<file path="src/rtl/r2_pkg.sv">
// Shared constants for the r2 pair pipeline:
// FP32 field layout, word width and r2_compute latency.
package r2_pkg;

  localparam int R2_DATA_WIDTH   = 32;
  localparam int R2_PIPE_LATENCY = 17;

  localparam int FP_SIGN_BIT = 31;
  localparam int FP_EXP_MSB  = 30;
  localparam int FP_EXP_LSB  = 23;

  localparam logic [7:0] FP_EXP_ONES = 8'hFF;

endpackage

</file>
<file path="src/rtl/r2_cutoff_filter_if.sv">
// Valid/ready stream carrying one in-range pair
// (r2, dx, dy, dz) towards force evaluation.
interface r2_cutoff_filter_if
  import r2_pkg::*;
#(
  parameter int DATA_WIDTH = R2_DATA_WIDTH
);

  logic                  valid;
  logic                  ready;
  logic [DATA_WIDTH-1:0] r2;
  logic [DATA_WIDTH-1:0] dx;
  logic [DATA_WIDTH-1:0] dy;
  logic [DATA_WIDTH-1:0] dz;

  modport master (
    output valid, r2, dx, dy, dz,
    input  ready
  );

  modport slave (
    input  valid, r2, dx, dy, dz,
    output ready
  );

endinterface

</file>
<file path="src/rtl/pair_fifo.sv">
// Show-ahead synchronous FIFO with a registered head word,
// registered empty flag and a free-space threshold flag.
module pair_fifo #(
  parameter int WIDTH   = 128,
  parameter int DEPTH   = 32,
  parameter int AF_FREE = 17,
  localparam int PW     = $clog2(DEPTH),
  localparam int AW     = PW + 1
) (
  input  logic             clk,
  input  logic             rst,
  input  logic             push,
  input  logic [WIDTH-1:0] wdata,
  input  logic             pop,
  output logic [WIDTH-1:0] rdata,
  output logic             empty,
  output logic [AW-1:0]    occupancy,
  output logic             almost_full
);

  localparam logic [AW-1:0] DEPTH_C = AW'(DEPTH);
  localparam logic [AW-1:0] FREE_C  = AW'(AF_FREE);

  logic [WIDTH-1:0] mem [DEPTH];
  logic [PW-1:0]    wr_ptr;
  logic [PW-1:0]    rd_ptr;
  logic [PW-1:0]    rd_next;
  logic [AW-1:0]    count;
  logic [AW-1:0]    count_next;
  logic             pop_ok;
  logic             push_ok;
  logic [WIDTH-1:0] head_next;

  assign pop_ok    = pop && (count != '0);
  assign push_ok   = push && ((count != DEPTH_C) || pop_ok);
  assign rd_next   = rd_ptr + PW'(pop_ok);
  assign occupancy = count;

  always_comb begin
    count_next = count;
    if (push_ok && !pop_ok)
      count_next = count + 1'b1;
    else if (!push_ok && pop_ok)
      count_next = count - 1'b1;
  end

  // The new head comes straight from wdata when nothing older survives.
  always_comb begin
    head_next = rdata;
    if (count_next != '0) begin
      if (count == AW'(pop_ok))
        head_next = wdata;
      else
        head_next = mem[rd_next];
    end
  end

  always_ff @(posedge clk) begin
    if (push_ok)
      mem[wr_ptr] <= wdata;
  end

  always_ff @(posedge clk or posedge rst) begin
    if (rst) begin
      wr_ptr      <= '0;
      rd_ptr      <= '0;
      count       <= '0;
      rdata       <= '0;
      empty       <= 1'b1;
      almost_full <= 1'b0;
    end else begin
      if (push_ok)
        wr_ptr <= wr_ptr + 1'b1;
      rd_ptr      <= rd_next;
      count       <= count_next;
      rdata       <= head_next;
      empty       <= (count_next == '0);
      almost_full <= (DEPTH_C - count_next) <= FREE_C;
    end
  end

endmodule

</file>
<file path="src/rtl/r2_cutoff_filter.sv">
// Cutoff test on the r2_compute stream; in-range pairs are
// buffered for force evaluation, with drop/accept statistics.
module r2_cutoff_filter
  import r2_pkg::*;
#(
  parameter int DATA_WIDTH = R2_DATA_WIDTH,
  parameter int FIFO_DEPTH = 32,
  parameter int PIPE_SLACK = R2_PIPE_LATENCY,
  parameter int CNT_WIDTH  = 16
) (
  input  logic                  clk,
  input  logic                  rst,
  input  logic                  r2_valid,
  input  logic [DATA_WIDTH-1:0] r2,
  input  logic [DATA_WIDTH-1:0] dx,
  input  logic [DATA_WIDTH-1:0] dy,
  input  logic [DATA_WIDTH-1:0] dz,
  input  logic [DATA_WIDTH-1:0] cutoff2,
  r2_cutoff_filter_if.master    pair_out,
  output logic                  almost_full,
  output logic                  overflow,
  output logic [CNT_WIDTH-1:0]  accept_count,
  output logic [CNT_WIDTH-1:0]  reject_count
);

  localparam int AW = $clog2(FIFO_DEPTH) + 1;
  localparam int W4 = 4 * DATA_WIDTH;

  logic [FP_SIGN_BIT-1:0] r2_mag;
  logic [FP_SIGN_BIT-1:0] cut_mag;
  logic                   unused_sign;
  logic                   in_range;
  logic                   push;
  logic                   pop;
  logic                   full;
  logic                   drop;
  logic                   empty;
  logic [AW-1:0]          occupancy;
  logic [W4-1:0]          head;

  // Both operands are non-negative, so magnitude bits order like integers.
  assign r2_mag      = r2[FP_SIGN_BIT-1:0];
  assign cut_mag     = cutoff2[FP_SIGN_BIT-1:0];
  assign unused_sign = cutoff2[FP_SIGN_BIT];

  assign in_range = (r2_mag != '0)
                 && (r2[FP_EXP_MSB:FP_EXP_LSB] != FP_EXP_ONES)
                 && (r2_mag < cut_mag);

  assign push = r2_valid && in_range;
  assign pop  = pair_out.valid && pair_out.ready;
  assign full = occupancy[AW-1];
  assign drop = push && full && !pop;

  pair_fifo #(
    .WIDTH   (W4),
    .DEPTH   (FIFO_DEPTH),
    .AF_FREE (PIPE_SLACK)
  ) u_fifo (
    .clk         (clk),
    .rst         (rst),
    .push        (push),
    .wdata       ({r2, dx, dy, dz}),
    .pop         (pop),
    .rdata       (head),
    .empty       (empty),
    .occupancy   (occupancy),
    .almost_full (almost_full)
  );

  assign pair_out.valid = !empty;
  assign pair_out.r2    = head[4*DATA_WIDTH-1:3*DATA_WIDTH];
  assign pair_out.dx    = head[3*DATA_WIDTH-1:2*DATA_WIDTH];
  assign pair_out.dy    = head[2*DATA_WIDTH-1:DATA_WIDTH];
  assign pair_out.dz    = head[DATA_WIDTH-1:0];

  always_ff @(posedge clk or posedge rst) begin
    if (rst) begin
      overflow     <= 1'b0;
      accept_count <= '0;
      reject_count <= '0;
    end else begin
      if (drop)
        overflow <= 1'b1;
      if (push && !drop && (accept_count != '1))
        accept_count <= accept_count + 1'b1;
      if (r2_valid && !in_range && (reject_count != '1))
        reject_count <= reject_count + 1'b1;
    end
  end

endmodule

</file>
<file path="src/flat_wrapper.sv">
// flat-port wrapper written by rule: the top's interface ports become plain ports
module r2_cutoff_filter_flat import r2_pkg::*;
#(
  parameter int DATA_WIDTH = R2_DATA_WIDTH,
  parameter int FIFO_DEPTH = 32,
  parameter int PIPE_SLACK = R2_PIPE_LATENCY,
  parameter int CNT_WIDTH  = 16
)
  (clk, rst, r2_valid, r2, dx, dy, dz, cutoff2, almost_full, overflow, accept_count, reject_count, pair_out_valid, pair_out_r2, pair_out_dx, pair_out_dy, pair_out_dz, pair_out_ready);
  r2_cutoff_filter_if #(.DATA_WIDTH(DATA_WIDTH)) pair_out_i ();
  input  logic clk;
  input  logic rst;
  input  logic r2_valid;
  input  logic [DATA_WIDTH-1:0] r2;
  input  logic [DATA_WIDTH-1:0] dx;
  input  logic [DATA_WIDTH-1:0] dy;
  input  logic [DATA_WIDTH-1:0] dz;
  input  logic [DATA_WIDTH-1:0] cutoff2;
  output logic almost_full;
  output logic overflow;
  output logic [CNT_WIDTH-1:0] accept_count;
  output logic [CNT_WIDTH-1:0] reject_count;
  output wire logic [$bits(pair_out_i.valid)-1:0] pair_out_valid;
  output wire logic [$bits(pair_out_i.r2)-1:0] pair_out_r2;
  output wire logic [$bits(pair_out_i.dx)-1:0] pair_out_dx;
  output wire logic [$bits(pair_out_i.dy)-1:0] pair_out_dy;
  output wire logic [$bits(pair_out_i.dz)-1:0] pair_out_dz;
  input wire logic [$bits(pair_out_i.ready)-1:0] pair_out_ready;
  assign pair_out_valid = pair_out_i.valid;
  assign pair_out_r2 = pair_out_i.r2;
  assign pair_out_dx = pair_out_i.dx;
  assign pair_out_dy = pair_out_i.dy;
  assign pair_out_dz = pair_out_i.dz;
  assign pair_out_i.ready = pair_out_ready;
  r2_cutoff_filter #(.DATA_WIDTH(DATA_WIDTH), .FIFO_DEPTH(FIFO_DEPTH), .PIPE_SLACK(PIPE_SLACK), .CNT_WIDTH(CNT_WIDTH)) u_core (.clk(clk), .rst(rst), .r2_valid(r2_valid), .r2(r2), .dx(dx), .dy(dy), .dz(dz), .cutoff2(cutoff2), .pair_out(pair_out_i), .almost_full(almost_full), .overflow(overflow), .accept_count(accept_count), .reject_count(reject_count));
endmodule
</file>
<file path="config.mk">
export PLATFORM = sky130hd
export DESIGN_NAME = r2_cutoff_filter_flat
export DESIGN_NICKNAME = d
export VERILOG_FILES = /design/src/rtl/r2_pkg.sv /design/src/rtl/r2_cutoff_filter_if.sv /design/src/rtl/pair_fifo.sv /design/src/rtl/r2_cutoff_filter.sv /design/src/flat_wrapper.sv
export SDC_FILE = /design/constraint.sdc
export NUM_CORES = 2
export LEC_CHECK = 0
export BUFFER_PORTS_ARGS = -buffer_cell sky130_fd_sc_hd__buf_2
export CORE_ASPECT_RATIO = 1.5
export CORE_MARGIN = 4
export CORE_UTILIZATION = 56
export CTS_CLUSTER_DIAMETER = 150
export DETAILED_ROUTE_END_ITERATION = 6
export PLACE_DENSITY = 0.73
export SLEW_MARGIN = 40
export SYNTH_ARGS = -nofsm -noshare
export SYNTH_HDL_FRONTEND = slang
export SYNTH_SLANG_ARGS = --single-unit
</file>
<file path="constraint.sdc">
create_clock -name clk -period 7.2 [get_ports clk]
set_input_delay 0.72 -clock clk [delete_from_list [all_inputs] [get_ports clk]]
set_output_delay 0.72 -clock clk [all_outputs]
set_load 0.03 [all_outputs]
</file>
==> results.yml <==
status:
  status: "finished clean"
timing:
  max_freq_mhz: 171
  worst_slew_pin_slew_ns: 0.859
  slew_violations: 0
  setup_viol: 0
  clock-skew-final_ns: 0.0579
  layout_min_cycle_time_ns: 5.85
  holdWs_ns: 0.133
  relSlewSlack_pct: 41.1
  finalWorstSetupSlack_ns: 1.35
  fin_crit_sh_pct: 81.3
  setup_tns_ns: 0
  rsz0062_at_grt: "false"
  hold_violations: 0
synth:
  synth_area_leaders: "edfxtp_1, mux4_2, dfrtp_1, mux2_4, mux2i_1"
  synth_edf_count: 4096
  synthMuxAreaShare_pct: 19.5
  syn_inst: 6742
  synth_ff_type: "edfxtp_1"
  synth_compound_area_share_pct: 0.569
  syn_area_um2: 164000
  synth_seq_area_share_pct: 77.7
  synth_top_family_by_area: "multiplexers"
  synth_top_area_share_pct: 74.9
  synthXorXnorAreaFrac_pct: 0.224
  synthArstFlopShare_pct: 4.19
  ys_types: 50
  avgSynthCellArea_um2: 24.3
  synthAdderAreaFrac_pct: 0.319
  syn_nets: 6947
  synth_simple_gate_area_share_pct: 0.754
  yosys_register_bits: 4275
  yosys_warnings: 0
  yosysTopAreaCell: "edfxtp_1"
floorplanning:
  num_io_pins: 327
  dieArea_um2: 302000
  fp.coreArea_um2: 292000
  rows: 243
  start_util_pct: 56.2
  die_x_um: 450
  die_h_um: 671
routing:
  drt_first_iter_violations: 10700
  post-route-drc-count: 0
  postRouteAntennaNets: 0
  wl_um: 400000
  wl_per_cell_um: 34.9
  first_pass_iters: 6
  route.vias.total: 76600
  avgViaCountPerCell: 6.66
clock_network:
  clockBufferDepth: 4
  cts-root-buf: "clkbuf_16"
  cts_tree: "built"
  htreeDepth: 5
  worstSkewPairLatency_ns: 0.93
  postCtsSetupBuffers: 0
  cts-buffers-inserted: 379
  path_clk_slew_ns: 0.07
  cts.sinks: 4275
grt:
  grt_pass1_vias: 79100
  gr-total-overflow: 0
  grt_max_degree: 111
  grt_pass1_wl_um: 578000
  grt_usage_pct: 26.6
  antenna_found_initial: 38
hold_path:
  hold_depth: 1
  hp-start: "r2[9]"
  holdCritPathClass: "in -> reg"
  min_to: "u_core.u_fifo.mem[26][105]$_DFFE_PP_"
layout:
  utilization_pct: 63.7
  fin_nets: 7562
  drive_above_1_share_pct: 33.9
  syn2layout_area_growth_pct: 13.2
worst_setup_path:
  crit_type: "in -> reg"
  critPathLaunchType: "primary input"
  worstPathMaxFanout: 24
  end_kind: "flop"
  r2r_cells: 13
  cp.required_ns: 7.98
  reg2reg_to: "u_core.u_fifo.rdata[126]$_DFFE_PP0N_"
  r2r_start: "u_core.u_fifo.occupancy[2]$_DFF_PP0_"
  crit_arrival_ns: 6.64
  worst-r2r-setup-slack_ns: 1.77
power_and_ir_drop:
  switching_share_pct: 31.0
  p_int_mw: 56.3
  pwr-share-clk_pct: 25.1
  irDropWorstVdd_mv: 0.446
  p_per_area_nw_per_um2: 439
  p_leak_nw: 59.6
  p_seq_share_pct: 35.7
  pwr-share-comb_pct: 39.1
  switchingPower_mw: 25.3
placed_design:
  gp_congestion: 0.787
  io_buffers: 325
  post-place-ws_ns: 0.575
  dp_hpwl_um: 209000
run:
  cap_viol_max_count: 0
-- stage by stage --
stage / area (um^2) / cells / power [mW]
after floorplan: 164000 / 6742 / 52.3
after global placement: 173000 / 10800 / 61.3
after detailed placement: 173000 / 10800 / 61.9
after CTS: 186000 / 11500 / 82.4
after global routing: 186000 / 11500 / 84.9
final: 186000 / 11500 / 81.6
-- power groups by stage --
stage	logic [mW]	clock network (mW)	registers, mW
after CTS	32.5	20.8	29.2
after floorplan	21.8	0	30.5
after detailed placement	32.2	0	29.7
after global placement	31.7	0	29.6
final	31.9	20.5	29.2
after global routing	33.7	21.9	29.3
-- how the worst max path moves through the flow --
stage	startpoint	endpoint	slack, ns
5_1_grt	r2[30]	u_core.u_fifo.rdata[42]$_DFFE_PP0N_	1.38
4_1_cts	r2[30]	u_core.u_fifo.rdata[42]$_DFFE_PP0N_	1.54
2_1_floorplan	cutoff2[28]	u_core.u_fifo.mem[31][0]$_DFFE_PP_	-1.42
6_report	r2[30]	u_core.u_fifo.rdata[42]$_DFFE_PP0N_	1.35
3_5_place_dp	r2[30]	u_core.u_fifo.rdata[57]$_DFFE_PP0N_	0.57
3_3_place_gp	r2[30]	u_core.u_fifo.rdata[46]$_DFFE_PP0N_	0.61
-- synth_stat cells (5+ instances only) --
| cell | count |
|---|---|
| buf_1 | 67 |
| mux2_2 | 22 |
| nor2_1 | 169 |
| and4_1 | 5 |
| mux2_4 | 108 |
| nand3_1 | 20 |
| ha_1 | 41 |
| nand2_1 | 31 |
| nor4_1 | 8 |
| mux2i_1 | 131 |
| clkbuf_1 | 265 |
| a21o_1 | 5 |
| dfrtp_1 | 178 |
| and3_1 | 5 |
| mux4_2 | 1280 |
| edfxtp_1 | 4096 |
| xnor2_1 | 28 |
| nand4_1 | 14 |
| inv_1 | 43 |
| a21oi_1 | 142 |
| o21ai_0 | 7 |
| xor2_1 | 14 |
| buf_6 | 14 |
| nor3_1 | 8 |
| o21a_1 | 5 |
-- per-layer routing --
layer  GRT usage [%]  up-vias  wire length, um
met5               0        -               79
met4            8.38       12            14000
met3            4.26      713            33800
met2            45.1     4363           207000
met1            36.1    41300           145000
li1                -    30200                -
-- layout by cell type, fill, tap and decap left out, types with 19 or more instances in the layout --
cell,instances
mux2_4,108
xnor2_1,26
edfxtp_1,4096
a21oi_1,136
clkinvlp_4,20
mux2_2,22
diode_2,22
nand3_1,19
clkbuf_1,75
ha_1,39
buf_4,103
clkbuf_16,388
inv_1,41
dfrtp_1,178
mux4_2,1280
buf_12,149
clkinv_1,68
clkinv_2,67
nor2_4,32
nand2_1,31
nor2_1,137
mux2i_1,131
buf_2,325
bufinv_16,44
-- cell families (layout without fill, tap and decap cells) --
group,count (synthesis),after routing
muxes,1542,1542
AOI/OAI and AO/OA,173,173
xor gates and xnor gates,42,42
other,0,22
and+or+nand+nor,278,278
buffers and inverters,390,1320
adders and majority gates,42,42
DFF,4275,4275
-- state kept, by name, summed over array words and instances (netlist names), 5 cells and up --
register                 flops
u_core.u_fifo.wr_ptr         5
u_core.accept_count         16
u_core.u_fifo.rd_ptr         5
u_core.reject_count         16
u_core.u_fifo.occupancy      6
u_core.u_fifo.mem         4096
u_core.u_fifo.rdata        128
-- critical path, stage by stage --
cell	delay, ns
buf_2	0.22
ha_1	0.37
nand4_1	0.49
or4_1	1.08
a2111o_1	0.66
o21a_1	0.49
or4_1	0.58
o41ai_1	0.13
xor2_1	0.22
or4b_4	0.71
buf_12	0.25
buf_12	0.23
mux2_4	0.32
-- timing repair --
action,CTS,global route
hold endpoints to repair,86,0
gates resized for setup,0,0
hold buffers,1,0
-- final cells by class --
type / instances / area [um^2]
Clock buffer: 470 / 10100
Tap cell: 3797 / 4750
Sequential cell: 4275 / 127000
Antenna cell: 22 / 55.1
Timing Repair Buffer: 581 / 5440
Fill cell: 18500 / 106000
Multi-Input combinational cell: 2077 / 35400
Inverter: 43 / 181
Clock inverter: 226 / 2400
Note: power is estimated with default switching activity, not from simulation.
